[config.mk]
export PLATFORM = sky130hd
export DESIGN_NAME = hash_result_buf
export DESIGN_NICKNAME = d
export VERILOG_FILES = /design/src/rtl/hash_result_buf.sv
export SDC_FILE = /design/constraint.sdc
export NUM_CORES = 1
export LEC_CHECK = 0
export CAP_MARGIN = 30
export CORE_MARGIN = 1
export CORE_UTILIZATION = 53
export DETAILED_ROUTE_END_ITERATION = 10
export HOLD_SLACK_MARGIN = 0.15
export PLACE_DENSITY = 0.83
export SLEW_MARGIN = 40
export SYNTH_ARGS = -nofsm -noshare
export SYNTH_HDL_FRONTEND = slang
export SYNTH_SLANG_ARGS = --single-unit
[constraint.sdc]
create_clock -name clk -period 4.4 [get_ports clk]
set_clock_uncertainty 0.05 [all_clocks]
set_input_delay 0.44 -clock clk [delete_from_list [all_inputs] [get_ports clk]]
set_output_delay 0.44 -clock clk [all_outputs]
set_load 0.02 [all_outputs]
[src/rtl/hash_result_buf.sv]
// Result buffer behind the mur3 hash pipeline: tags each hash with a wrapping sequence number,
// queues it in a show-ahead FIFO and throttles mur3 through a registered stall.
module hash_result_buf #(
   parameter int DEPTH       = 8,
   parameter int BUCKET_BITS = 10,
   parameter int TAG_W       = 8,
   parameter int MARGIN      = 1
) (
   input  logic                      clk,
   input  logic                      rstn,
   input  logic [31:0]               i_hash_key,
   input  logic                      i_hash_valid,
   output logic                      o_stall_pipe,
   input  logic                      i_flush,
   output logic                      o_valid,
   input  logic                      i_ready,
   output logic [31:0]               o_hash_key,
   output logic [BUCKET_BITS-1:0]    o_bucket,
   output logic [TAG_W-1:0]          o_tag,
   output logic [$clog2(DEPTH):0]    o_level
);

   localparam int AW = $clog2(DEPTH);
   localparam int LW = AW + 1;
   localparam logic [LW-1:0] FULL   = LW'(DEPTH);
   localparam logic [LW-1:0] THRESH = LW'(DEPTH - MARGIN);

   logic [31:0]      key_mem [DEPTH];
   logic [TAG_W-1:0] tag_mem [DEPTH];
   logic [AW-1:0]    wr_ptr;
   logic [AW-1:0]    rd_ptr;
   logic [LW-1:0]    count;
   logic [LW-1:0]    count_next;
   logic [TAG_W-1:0] tag_cnt;
   logic             wr_en;
   logic             rd_en;

   // Handshakes: a result moves from mur3 when i_hash_valid & ~o_stall_pipe (and room remains);
   // the head moves to the consumer when o_valid & i_ready, both on the rising edge.
   assign wr_en      = i_hash_valid & ~o_stall_pipe & (count != FULL);
   assign rd_en      = o_valid & i_ready;
   assign count_next = count + LW'(wr_en) - LW'(rd_en);

   always_ff @(posedge clk or negedge rstn) begin
      if (!rstn) begin
         wr_ptr       <= '0;
         rd_ptr       <= '0;
         count        <= '0;
         tag_cnt      <= '0;
         o_stall_pipe <= 1'b0;
      end else if (i_flush) begin
         wr_ptr       <= '0;
         rd_ptr       <= '0;
         count        <= '0;
         tag_cnt      <= '0;
         o_stall_pipe <= 1'b0;
      end else begin
         if (wr_en) begin
            wr_ptr  <= wr_ptr + AW'(1);
            tag_cnt <= tag_cnt + TAG_W'(1);
         end
         if (rd_en) begin
            rd_ptr <= rd_ptr + AW'(1);
         end
         count <= count_next;
         // Stall looks at the post-edge occupancy so mur3 sees it one cycle after the threshold write.
         o_stall_pipe <= (count_next >= THRESH);
      end
   end

   always_ff @(posedge clk) begin
      if (wr_en && !i_flush) begin
         key_mem[wr_ptr] <= i_hash_key;
         tag_mem[wr_ptr] <= tag_cnt;
      end
   end

   // Head fields read as zero while empty so stale storage never leaks out.
   assign o_valid    = (count != '0);
   assign o_hash_key = o_valid ? key_mem[rd_ptr] : '0;
   assign o_tag      = o_valid ? tag_mem[rd_ptr] : '0;
   assign o_bucket   = o_hash_key[BUCKET_BITS-1:0];
   assign o_level    = count;

endmodule

# Word level (Yosys, flattened, before mapping)
# Memory sizes are Yosys's and may differ from the RTL's.
# Cells that the tools add are included.
[totals]
register_bits = 19
latch_bits = 0
mem_bits_rw = 320
rom_bits = 0
in_bits = 37
output_inout_bits = 56
wordCells = 35
memories = 2
[op_classes]
n_addsub = 5
mul = 0
div = 0
magnitude_cmp = 1
eq_ne = 1
n_shift = 0
mux = 12
bitwise_logic = 4
n_reduce_logical = 5
[memory_table]
columns = ["name", "depth", "word_bits", "read_ports", "rd_clocked_by_memory_dff", "write_ports", "line", "source"]
rows = [
  ["key_mem", 8, 32, 1, 0, 1, "28", "logic [31:0] key_mem [DEPTH];"],
  ["tag_mem", 8, 8, 1, 0, 1, "29", "logic [TAG_W-1:0] tag_mem [DEPTH];"],
]
[op_table]
columns = ["operator", "count"]
rows = [
  ["$mux W32", 1],
  ["$mux W8", 3],
  ["$mux W3", 4],
  ["$add A8 B1 Y8 const B", 1],
  ["$add A3 B1 Y3 const B", 2],
  ["$add A4 B1 Y4", 1],
  ["$ge A4 B3 Y1 const B", 1],
  ["$mux W4", 1],
  ["$ne A4 B4 Y1 const B", 1],
  ["$reduce_bool A2 Y1", 2],
  ["$reduce_bool A4 Y1", 1],
  ["$sub A4 B1 Y4", 1],
  ["$and A1 B1 Y1", 3],
  ["$mux W1", 3],
  ["$logic_and A1 B1 Y1", 1],
  ["$logic_not A1 Y1", 1],
  ["$not A1 Y1", 1],
]

# Depth between registers and ports, before layout
# Gate-level depths: netlist of the first run.
[logic_depth]
depth_word = 7
mapped_depth = 11
mapped_depth_nobuf = 11

# Worst setup path before layout of the first run
# OpenSTA, ideal clock, no wires.
[synth_path]
path_kind = "register to register"
startpoint = "reg count[2] (netlist: o_level[2])"
endpoint = "mem key_mem[4][0], enable pin"
setup_time_ps = 487
t_arrival_ps = 3876
required_ps = 3863
slack_ps = -13
path_stages_with_launch = 6
path_buffers = 0
synth_period_minus_slack_ps = 4413
cell_sequence = "dfrtp_1 > inv_1 > ha_1 > or3b_2 > nand2_1 > nor3_1"
[synth_between]
elab_chain_cells = 5
[synth_rtl]
columns = ["element", "line", "source"]
rows = [
  ["from (decl)", "32", "logic [LW-1:0] count;"],
  ["from (signal assigned)", "65", "count <= count_next;"],
  ["$ne A4 B4 Y1", "40", "assign wr_en = i_hash_valid & ~o_stall_pipe & (count != FULL);"],
  ["$and A1 B1 Y1", "40", ""],
  ["$logic_and A1 B1 Y1", "72", "if (wr_en && !i_flush) begin"],
  ["$mux W1", "72", ""],
  ["$mux W1 (implied by the code)", "73", "key_mem[wr_ptr] <= i_hash_key;"],
  ["to (decl)", "28", ""],
]
# No other way between the ends.

# Final worst setup path of the first run
[layout_path]
startpoint = "reg count[2] (netlist: o_level[2])"
endpoint = "out o_tag[2]"
[layout_between]
elab_chain_cells = 2
[layout_rtl]
columns = ["element", "line", "source"]
rows = [
  ["$reduce_bool A4 Y1", "79", "assign o_valid = (count != '0);"],
  ["$mux W8", "81", "assign o_tag = o_valid ? tag_mem[rd_ptr] : '0;"],
  ["to (decl)", "19", "output logic [TAG_W-1:0] o_tag,"],
]
# No other way between the ends.

==> results.py, run 1 <==
metrics = {
    "setup_path": {
        "cp_slowest_cell": "clkdlybuf4s50_1",
        "critical_path_class": "reg -> out",
        "worstRegToRegCells": 11,
        "startpoint_type": "flip-flop",
        "cp_cell_sequence": "inv_1 -> ha_1 -> nor3b_2 -> nor2_4 -> buf_4 -> a22o_1 -> clkdlybuf4s50_1",
        "rrSetupSlack_ns": 1.48,
        "cp_top_family": "buffers and inverters",
        "crit_start": "o_level[2]",
        "r2r_start": "o_level[2]",
        "cp-end-kind": "output pin",
        "slowest_delay_ns": 0.63,
        "critPathRequiredTime_ns": 3.91,
        "cp_num_cells": 7,
        "critPathMaxFanout": 26,
        "crit_buf_inv": 3,
        "cp.arrival_ns": 3.28,
    },
    "synthesis": {
        "synth_area_leaders": "edfxtp_1, mux4_2, mux4_1",
        "synthCells": 601,
        "ys_types": 41,
        "yosysSeqAreaShare_pct": 75.7,
        "synthTopCellsByCount": "edfxtp_1, mux4_2, a22o_1",
        "yosysMostFrequentCell": "edfxtp_1",
        "synth_edf_count": 320,
        "syn_nets": 648,
        "synth-seq-cells": 339,
        "synth_top_cell_by_area": "edfxtp_1",
        "ys.flop_type": "edfxtp_1",
        "yosysTopAreaCellShare_pct": 72.2,
        "yosysWarnings": 0,
        "synthArstFlopShare_pct": 5.60,
        "synth_area_um2": 13300,
        "syn_area_per_cell_um2": 22.2,
    },
    "placement": {
        "gp_congestion": 0.810,
        "io_buffer_count": 92,
        "dp.cells": 997,
        "hpwl_um": 15000,
    },
    "timing": {
        "rsz0062_at_grt": "no",
        "period_needed_ns": 3.77,
        "fin_hold_ws_ns": 0.309,
        "final.period_utilization_pct": 85.6,
        "maxSlewHeadroom_pct": 51.0,
        "finalHoldViolCount": 0,
        "worst_pin_slew_ns": 0.736,
        "final-max-slew-violation-count": 0,
        "max_freq_ghz": 0.265,
        "tns_ns": 0,
        "setup_violations": 0,
    },
    "global_route": {
        "grt.overflow.total": 0,
        "grt_pass1_vias": 6869,
        "grt_use_total_pct": 21.0,
        "antenna_found_initial": 0,
        "grt_pass1_wl_um": 40200,
        "grt_max_degree": 43,
    },
    "clock_network": {
        "clkSinkCount": 339,
        "clk_pin_slew_ns": 0.07,
        "cts_resized": 0,
        "holdBufCountCts": 0,
        "cts_inserted_buffers": 31,
        "clockRootBuffer": "clkbuf_16",
        "cts_setup_buffers": 0,
        "htree_levels": 1,
        "clock_latency_ns": 0.55,
        "tritoncts": "done",
        "clockBufferDepth": 3,
    },
    "drt": {
        "drcViolationCount": 0,
        "drtPass1Iterations": 5,
        "ant_nets": 0,
        "via_count": 6449,
        "via_per_inst": 6.11,
        "drt-initial-drc-count": 472,
        "wl_um": 26500,
        "drt-wirelength-per-cell_um": 25.1,
    },
    "cells_and_area": {
        "syn_to_final_growth_pct": 17.8,
        "nNetsFinal": 754,
        "diodes": 0,
        "final_cells": 1056,
        "drive_gt1_share_pct": 18.2,
        "final_util_pct": 64.1,
    },
    "power_and_ir_drop": {
        "p_total_uw": 8900,
        "power.density_nw_per_um2": 568,
        "leakagePower_uw": 0.00508,
        "ir_drop_mv": 0.361,
    },
    "floorplan": {
        "floorplan.initialDensity_pct": 54.4,
        "fp.dieH_um": 160,
        "die_w_um": 160,
        "core-area_um2": 24500,
        "dieArea_um2": 25800,
        "io_pins": 93,
        "rows": 57,
    },
    "outcome": {
        "status": "complete, no violations",
    },
    "flow_run": {
        "max-cap-violations": 0,
    },
    "min_path": {
        "min_path_type": "in -> async",
    },
}
-- cell type report --
class	instances	area [um^2]
flip-flops and latches	339	10100
fillers	1577	8780
multi-input cells	213	2980
repair buffers	112	1130
clock buffers	34	787
well taps	324	405
clock inverters	24	254
inverters	10	37.5
-- sequential cells by signal, indices dropped and copies added, names as in the netlist --
register      cells
tag_cnt           8
o_stall_pipe      1
o_level           4
tag_mem          64
key_mem         256
wr_ptr            3
rd_ptr            3
-- cells in the final DEF (no fill, tap or decap), types with 6 or more instances in the layout --
cell and count:
nor2_4 6, clkinv_1 7, clkbuf_16 31, a21oi_1 13, nand3_1 6, ha_1 9
clkinv_2 6, edfxtp_1 320, dfrtp_1 17, a22o_1 40, mux4_2 47, buf_4 14
mux4_1 33, inv_1 10, clkdlybuf4s50_1 91
-- path summary, 6_finish.rpt --
check / end
setup / recovery: o_tag[2]
hold / removal: wr_ptr[2]
setup reg to reg: o_stall_pipe
hold reg to reg: rd_ptr[0]
max in group asynchronous: rd_ptr[1]
min in group clk: rd_ptr[1]
-- power by group --
part / leakage, uW / internal (uW) / total (uW) / switching, uW
registers: 0.00314 / 3660 / 3760 / 101
logic: 0.00143 / 1180 / 2430 / 1250
clock network: 0.000508 / 1580 / 2720 / 1130
-- cells by family (layout without fill, tap and decap cells) --
kind of cell    Yosys count  count (layout)  share of synthesized area (%)
fa+ha+maj                10              10                          0.996
mux                      81              81                           14.5
simple gates             51              51                           2.25
flops                   339             339                           75.7
buf+inv                  49             180                           2.43
compound gates           70              70                           3.97
xor+xnor                  1               1                         0.0658
-- layer usage --
metal / wire length (um) / vias up / GRT usage [%] / share of wire [%]
met1: 10600 / 3400 / 27.1 / 40
met5: 0 / - / 0 / 0
met2: 14200 / 217 / 37.6 / 53
met3: 1280 / 51 / 3.33 / 4.8
met4: 495 / 0 / 4.98 / 1.9
li1: - / 2781 / - / -
-- stage by stage --
stage / area [um^2] / worst slack [ns]
2_1_floorplan: 13300 / -0.0126
3_3_place_gp: 14600 / 1.15
4_1_cts: 15700 / 0.607
6_report: 15700 / 0.633
3_5_place_dp: 14600 / 1.22
5_1_grt: 15700 / 0.553
Power figures use the tool's default switching activity.
==> inputs of run 2 (changes only) <==
--- a/config.mk
+++ b/config.mk
@@ -6,11 +6,11 @@
 export NUM_CORES = 1
 export LEC_CHECK = 0
 export CAP_MARGIN = 30
-export CORE_MARGIN = 1
-export CORE_UTILIZATION = 53
+export CORE_MARGIN = 3
+export CORE_UTILIZATION = 55
 export DETAILED_ROUTE_END_ITERATION = 10
 export HOLD_SLACK_MARGIN = 0.15
-export PLACE_DENSITY = 0.83
+export PLACE_DENSITY = 0.82
 export SLEW_MARGIN = 40
 export SYNTH_ARGS = -nofsm -noshare
 export SYNTH_HDL_FRONTEND = slang
==> constraint.sdc (replaced) <==
create_clock -name clk -period 4.05 [get_ports clk]
set_clock_uncertainty 0.05 [all_clocks]
set_input_delay 0.405 -clock clk [delete_from_list [all_inputs] [get_ports clk]]
set_output_delay 0.405 -clock clk [all_outputs]
set_load 0.02 [all_outputs]
==> results.py, run 2 (synthesis results as in run 1) <==
metrics = {
    "flow_run": {
        "max-cap-violations": 0,
    },
    "drt": {
        "via_count": 6402,
        "via_per_inst": 6.05,
        "drcViolationCount": 0,
        "drt-initial-drc-count": 468,
        "ant_nets": 0,
        "wl_um": 26700,
        "drtPass1Iterations": 4,
        "drt-wirelength-per-cell_um": 25.2,
    },
    "placement": {
        "gp_congestion": 0.752,
        "hpwl_um": 14000,
        "dp.cells": 994,
        "io_buffer_count": 92,
    },
    "clock_network": {
        "cts_inserted_buffers": 34,
        "tritoncts": "done",
        "clkSinkCount": 339,
        "htree_levels": 2,
        "clockBufferDepth": 3,
        "cts_setup_buffers": 0,
        "clockRootBuffer": "clkbuf_16",
        "clock_latency_ns": 0.49,
        "clk_pin_slew_ns": 0.06,
    },
    "timing": {
        "final-max-slew-violation-count": 0,
        "period_needed_ns": 3.61,
        "finalHoldViolCount": 0,
        "final.period_utilization_pct": 89.1,
        "rsz0062_at_grt": "no",
        "max_freq_ghz": 0.277,
        "worst_pin_slew_ns": 0.726,
        "setup_violations": 0,
        "tns_ns": 0,
        "maxSlewHeadroom_pct": 51.6,
    },
    "setup_path": {
        "critPathMaxFanout": 29,
        "cp-end-kind": "output pin",
        "crit_buf_inv": 3,
        "slowest_delay_ns": 0.77,
        "worstRegToRegCells": 11,
        "critPathRequiredTime_ns": 3.60,
        "cp_top_family": "buffers and inverters",
        "reg2reg_to": "o_stall_pipe",
        "critical_path_class": "reg -> out",
        "r2r_start": "o_level[2]",
        "cp_cell_sequence": "buf_16 -> buf_4 -> mux4_1 -> a22o_1 -> clkdlybuf4s50_1",
        "rrSetupSlack_ns": 1.05,
        "startpoint_type": "flip-flop",
        "cp_slowest_cell": "dfrtp_4",
        "cp.arrival_ns": 3.15,
        "cp_num_cells": 5,
    },
    "cells_and_area": {
        "largest_register": "key_mem",
        "syn_to_final_growth_pct": 17.4,
        "drive_gt1_share_pct": 18.3,
        "largest_register_ffs": 256,
        "layout_common_cells": "edfxtp_1, clkdlybuf4s50_1, mux4_2, a22o_1, clkbuf_16",
        "nNetsFinal": 760,
        "final_cells": 1058,
        "final_common_cell": "edfxtp_1",
        "reg_top3": "key_mem x256, tag_mem x64, tag_cnt x8",
    },
    "power_and_ir_drop": {
        "power_frac_seq_pct": 42.9,
        "power.net_switching_uw": 2720,
        "ir_drop_mv": 0.384,
        "intPower_uw": 6890,
        "power.density_nw_per_um2": 614,
        "leakagePower_uw": 0.00508,
        "combPwrFrac_pct": 27.2,
        "p_total_uw": 9610,
        "switching_share_pct": 28.3,
        "clkPwrFrac_pct": 30.0,
    },
    "global_route": {
        "grt_use_total_pct": 20.2,
        "grt.overflow.total": 0,
        "grt_pass1_wl_um": 39500,
        "grt_pass1_vias": 6787,
        "grt_max_degree": 47,
        "antenna_found_initial": 1,
    },
    "floorplan": {
        "io_pins": 93,
        "core-area_um2": 23600,
        "rows": 56,
        "floorplan.initialDensity_pct": 56.4,
        "die_w_um": 162,
        "dieArea_um2": 26100,
        "fp.dieH_um": 162,
    },
    "min_path": {
        "min_path_type": "in -> async",
    },
    "outcome": {
        "status": "complete, no violations",
    },
}
## run 2: cell types whose count changed in the layout (fill, tap and decap cells not counted), moves of 3 or more
cell,previous run,this run
bufinv_16,5,1
clkinv_2,6,9
clkinv_4,3,0
buf_12,5,0
clkbuf_16,31,35
clkbuf_1,3,6
buf_4,14,21
## run 2: power groups by stage
stage | logic, uW | clock network (uW) | registers, uW
after floorplan | 1690 | 0 | 4130
final | 2610 | 2880 | 4120
after global routing | 2760 | 3070 | 4140
after global placement | 2500 | 0 | 4200
after CTS | 2580 | 2930 | 4150
after detailed placement | 2560 | 0 | 4220
## run 2: through the flow
| stage | utilization, % | hold slack (ns) | area [um^2] | setup WS [ns] |
|---|---|---|---|---|
| 6_report | 66.2 | 0.353 | 15600 | 0.442 |
| 5_1_grt | 66.2 | 0.382 | 15600 | 0.284 |
| 4_1_cts | 66.1 | 0.350 | 15600 | 0.303 |
| 3_5_place_dp | 61.7 | 0.327 | 14600 | 0.843 |
| 3_3_place_gp | 61.7 | 0.524 | 14600 | 0.902 |
| 2_1_floorplan | - | 0.0594 | 13300 | -0.363 |
## run 2: area by class of cell
type / count / area, um^2
multi-input cells: 213 / 2970
clock buffers: 41 / 898
repair buffers: 115 / 1110
clock inverters: 20 / 121
diodes: 1 / 2.50
well taps: 319 / 399
flip-flops and latches: 339 / 10100
fillers: 1507 / 7980
inverters: 10 / 37.5
## run 2: worst max-delay path by stage
stage	startpoint	endpoint	slack [ns]
2_1_floorplan	o_level[2]	key_mem[4][0]	-0.36
3_3_place_gp	rd_ptr[0]	o_bucket[4]	0.90
3_5_place_dp	rd_ptr[0]	o_bucket[9]	0.84
4_1_cts	rd_ptr[0]	o_bucket[9]	0.30
5_1_grt	rd_ptr[0]	o_bucket[9]	0.28
6_report	rd_ptr[0]	o_bucket[9]	0.44
## run 2: timing repair
item,4_1_cts,5_1_grt
hold buffers,1,0
resized for setup,0,0
endpoints found under the hold margin,19,0
## run 2: metal layers
| metal | track usage (%) | vias up | part of all wire [%] |
|---|---|---|---|
| met2 | 34.4 | 195 | 52 |
| met4 | 6.37 | 0 | 2.1 |
| met1 | 26.8 | 3372 | 41 |
| met5 | 0 | - | 0 |
| li1 | - | 2794 | - |
| met3 | 3.90 | 41 | 5.5 |
==> inputs of run 3 (changes only) <==
--- a/config.mk
+++ b/config.mk
@@ -5,12 +5,12 @@
 export SDC_FILE = /design/constraint.sdc
 export NUM_CORES = 1
 export LEC_CHECK = 0
-export CAP_MARGIN = 30
+export CAP_MARGIN = 20
 export CORE_MARGIN = 3
-export CORE_UTILIZATION = 55
+export CORE_UTILIZATION = 45
 export DETAILED_ROUTE_END_ITERATION = 10
 export HOLD_SLACK_MARGIN = 0.15
-export PLACE_DENSITY = 0.82
+export PLACE_DENSITY = 0.71
 export SLEW_MARGIN = 40
 export SYNTH_ARGS = -nofsm -noshare
 export SYNTH_HDL_FRONTEND = slang
==> results.py, run 3 (synthesis results as in run 1) <==
metrics = {
    "outcome": {
        "status": "complete, no violations",
    },
    "clock_network": {
        "tritoncts": "done",
        "clkSinkCount": 339,
        "clk_pin_slew_ns": 0.06,
        "clockBufferDepth": 3,
        "clock_latency_ns": 0.50,
        "clockRootBuffer": "clkbuf_16",
        "cts_inserted_buffers": 35,
        "htree_levels": 2,
    },
    "drt": {
        "ant_nets": 0,
        "via_per_inst": 5.74,
        "drt-wirelength-per-cell_um": 23.4,
        "drt-initial-drc-count": 537,
        "drtPass1Iterations": 6,
        "wl_um": 26100,
        "via_count": 6421,
        "drcViolationCount": 0,
    },
    "placement": {
        "gp_congestion": 0.711,
        "hpwl_um": 14800,
        "placed_cell_area_um2": 14700,
        "io_buffer_count": 92,
    },
    "global_route": {
        "antenna_found_initial": 2,
        "grt_max_degree": 43,
        "grt_use_total_pct": 16.8,
        "grt_pass1_vias": 6774,
        "grt.overflow.total": 0,
        "grt_pass1_wl_um": 40100,
    },
    "floorplan": {
        "fp.dieH_um": 178,
        "rows": 62,
        "io_pins": 93,
        "die_w_um": 178,
        "floorplan.initialDensity_pct": 46.0,
        "core-area_um2": 28900,
        "dieArea_um2": 31700,
    },
    "timing": {
        "worst_pin_slew_ns": 0.811,
        "rsz0062_at_grt": "no",
        "final-max-slew-violation-count": 0,
        "maxSlewHeadroom_pct": 45.8,
        "max_freq_ghz": 0.281,
        "setup_violations": 0,
        "period_needed_ns": 3.56,
        "fin_hold_ws_ns": 0.326,
        "finalHoldViolCount": 0,
        "final.period_utilization_pct": 88.0,
    },
    "cells_and_area": {
        "largest_register_ffs": 256,
        "final_area_um2": 15900,
        "final_common_cell": "edfxtp_1",
        "drive_gt1_share_pct": 18.4,
        "reg_top3": "key_mem x256, tag_mem x64, tag_cnt x8",
        "diodes": 0,
        "nNetsFinal": 758,
        "final_util_pct": 54.9,
        "largest_register": "key_mem",
        "fill_cells": 2143,
        "syn_to_final_growth_pct": 19.3,
        "layout_common_cells": "edfxtp_1, clkdlybuf4s50_1, mux4_2, a22o_1, clkbuf_16",
    },
    "setup_path": {
        "cp.arrival_ns": 3.11,
        "rrSetupSlack_ns": 1.14,
        "critPathRequiredTime_ns": 3.60,
        "startpoint_type": "flip-flop",
        "critPathMaxFanout": 33,
        "cp-end-kind": "output pin",
        "r2r_start": "o_level[2]",
        "cp-endpoint": "o_tag[1]",
        "worstRegToRegCells": 11,
        "critical_path_class": "reg -> out",
        "reg2reg_to": "o_stall_pipe",
        "crit_start": "rd_ptr[0]",
    },
    "power_and_ir_drop": {
        "ir_drop_mv": 0.430,
        "leakagePower_uw": 0.00513,
        "power.density_nw_per_um2": 624,
    },
    "min_path": {
        "min_path_type": "in -> async",
    },
    "flow_run": {
        "max-cap-violations": 0,
    },
}
## run 3: cell types whose count changed in the layout (fill, tap and decap cells not counted), moves of 4 or more
cell / delta
buf_4: -7
bufinv_16: +4
clkinv_1: -4
clkinv_2: -5
buf_12: +5
## run 3: how the worst min path moves through the flow
stage | startpoint | end | slack, ns
CTS | rstn | o_level[0] | 0.37
floorplan | rstn | o_level[0] | 0.06
finish | rstn | tag_cnt[0] | 0.33
global route | rstn | tag_cnt[1] | 0.36
global placement | wr_ptr[2] | wr_ptr[2] | 0.53
detailed placement | wr_ptr[2] | wr_ptr[2] | 0.57
## run 3: report_power, final
part / switching (uW) / leakage, uW / internal (uW)
combinational: 1310 / 0.00143 / 1270
clock: 1240 / 0.000562 / 1970
sequential: 154 / 0.00314 / 3980
## run 3: critical path, cell delays in order, from the launching register on
cell and delay (ns):
dfrtp_4 0.81, buf_4 0.38, mux4_1 0.60, a22o_1 0.23, clkdlybuf4s50_1 0.55
## run 3: through the flow
stage	instances	setup slack (ns)	setup TNS, ns	power, uW
floorplan	601	-0.363	-58.02	5820
global placement	1057	0.991	0	6750
detailed placement	1057	0.913	0	6810
CTS	1117	0.406	0	10000
global route	1118	0.310	0	10300
finish	1118	0.486	0	9920
## run 3: metal layers
metal  up-vias  wire [um]  global-route usage, %
met5         -         27                      0
met4         4        585                   4.61
met3        56       1830                   3.68
met2       241      12700                   27.7
met1      3331      10900                   22.8
li1       2789          -                      -
## run 3: final cells by class
class / instances / area (um^2) / share of cell area (%)
clock inverter: 17 / 225 / 1.42
inverter: 10 / 37.5 / 0.236
tap: 384 / 480 / 3.03
multi-input combinational: 213 / 2980 / 18.7
clock buffer: 43 / 937 / 5.90
sequential: 339 / 10100 / 63.6
timing repair buffer: 112 / 1130 / 7.12
## run 3: repair_timing
item | CTS | global route
setup buffers | 0 | 0
hold buffers | 0 | 1
endpoints found under the hold margin | 0 | 19
resized for setup | 0 | 0
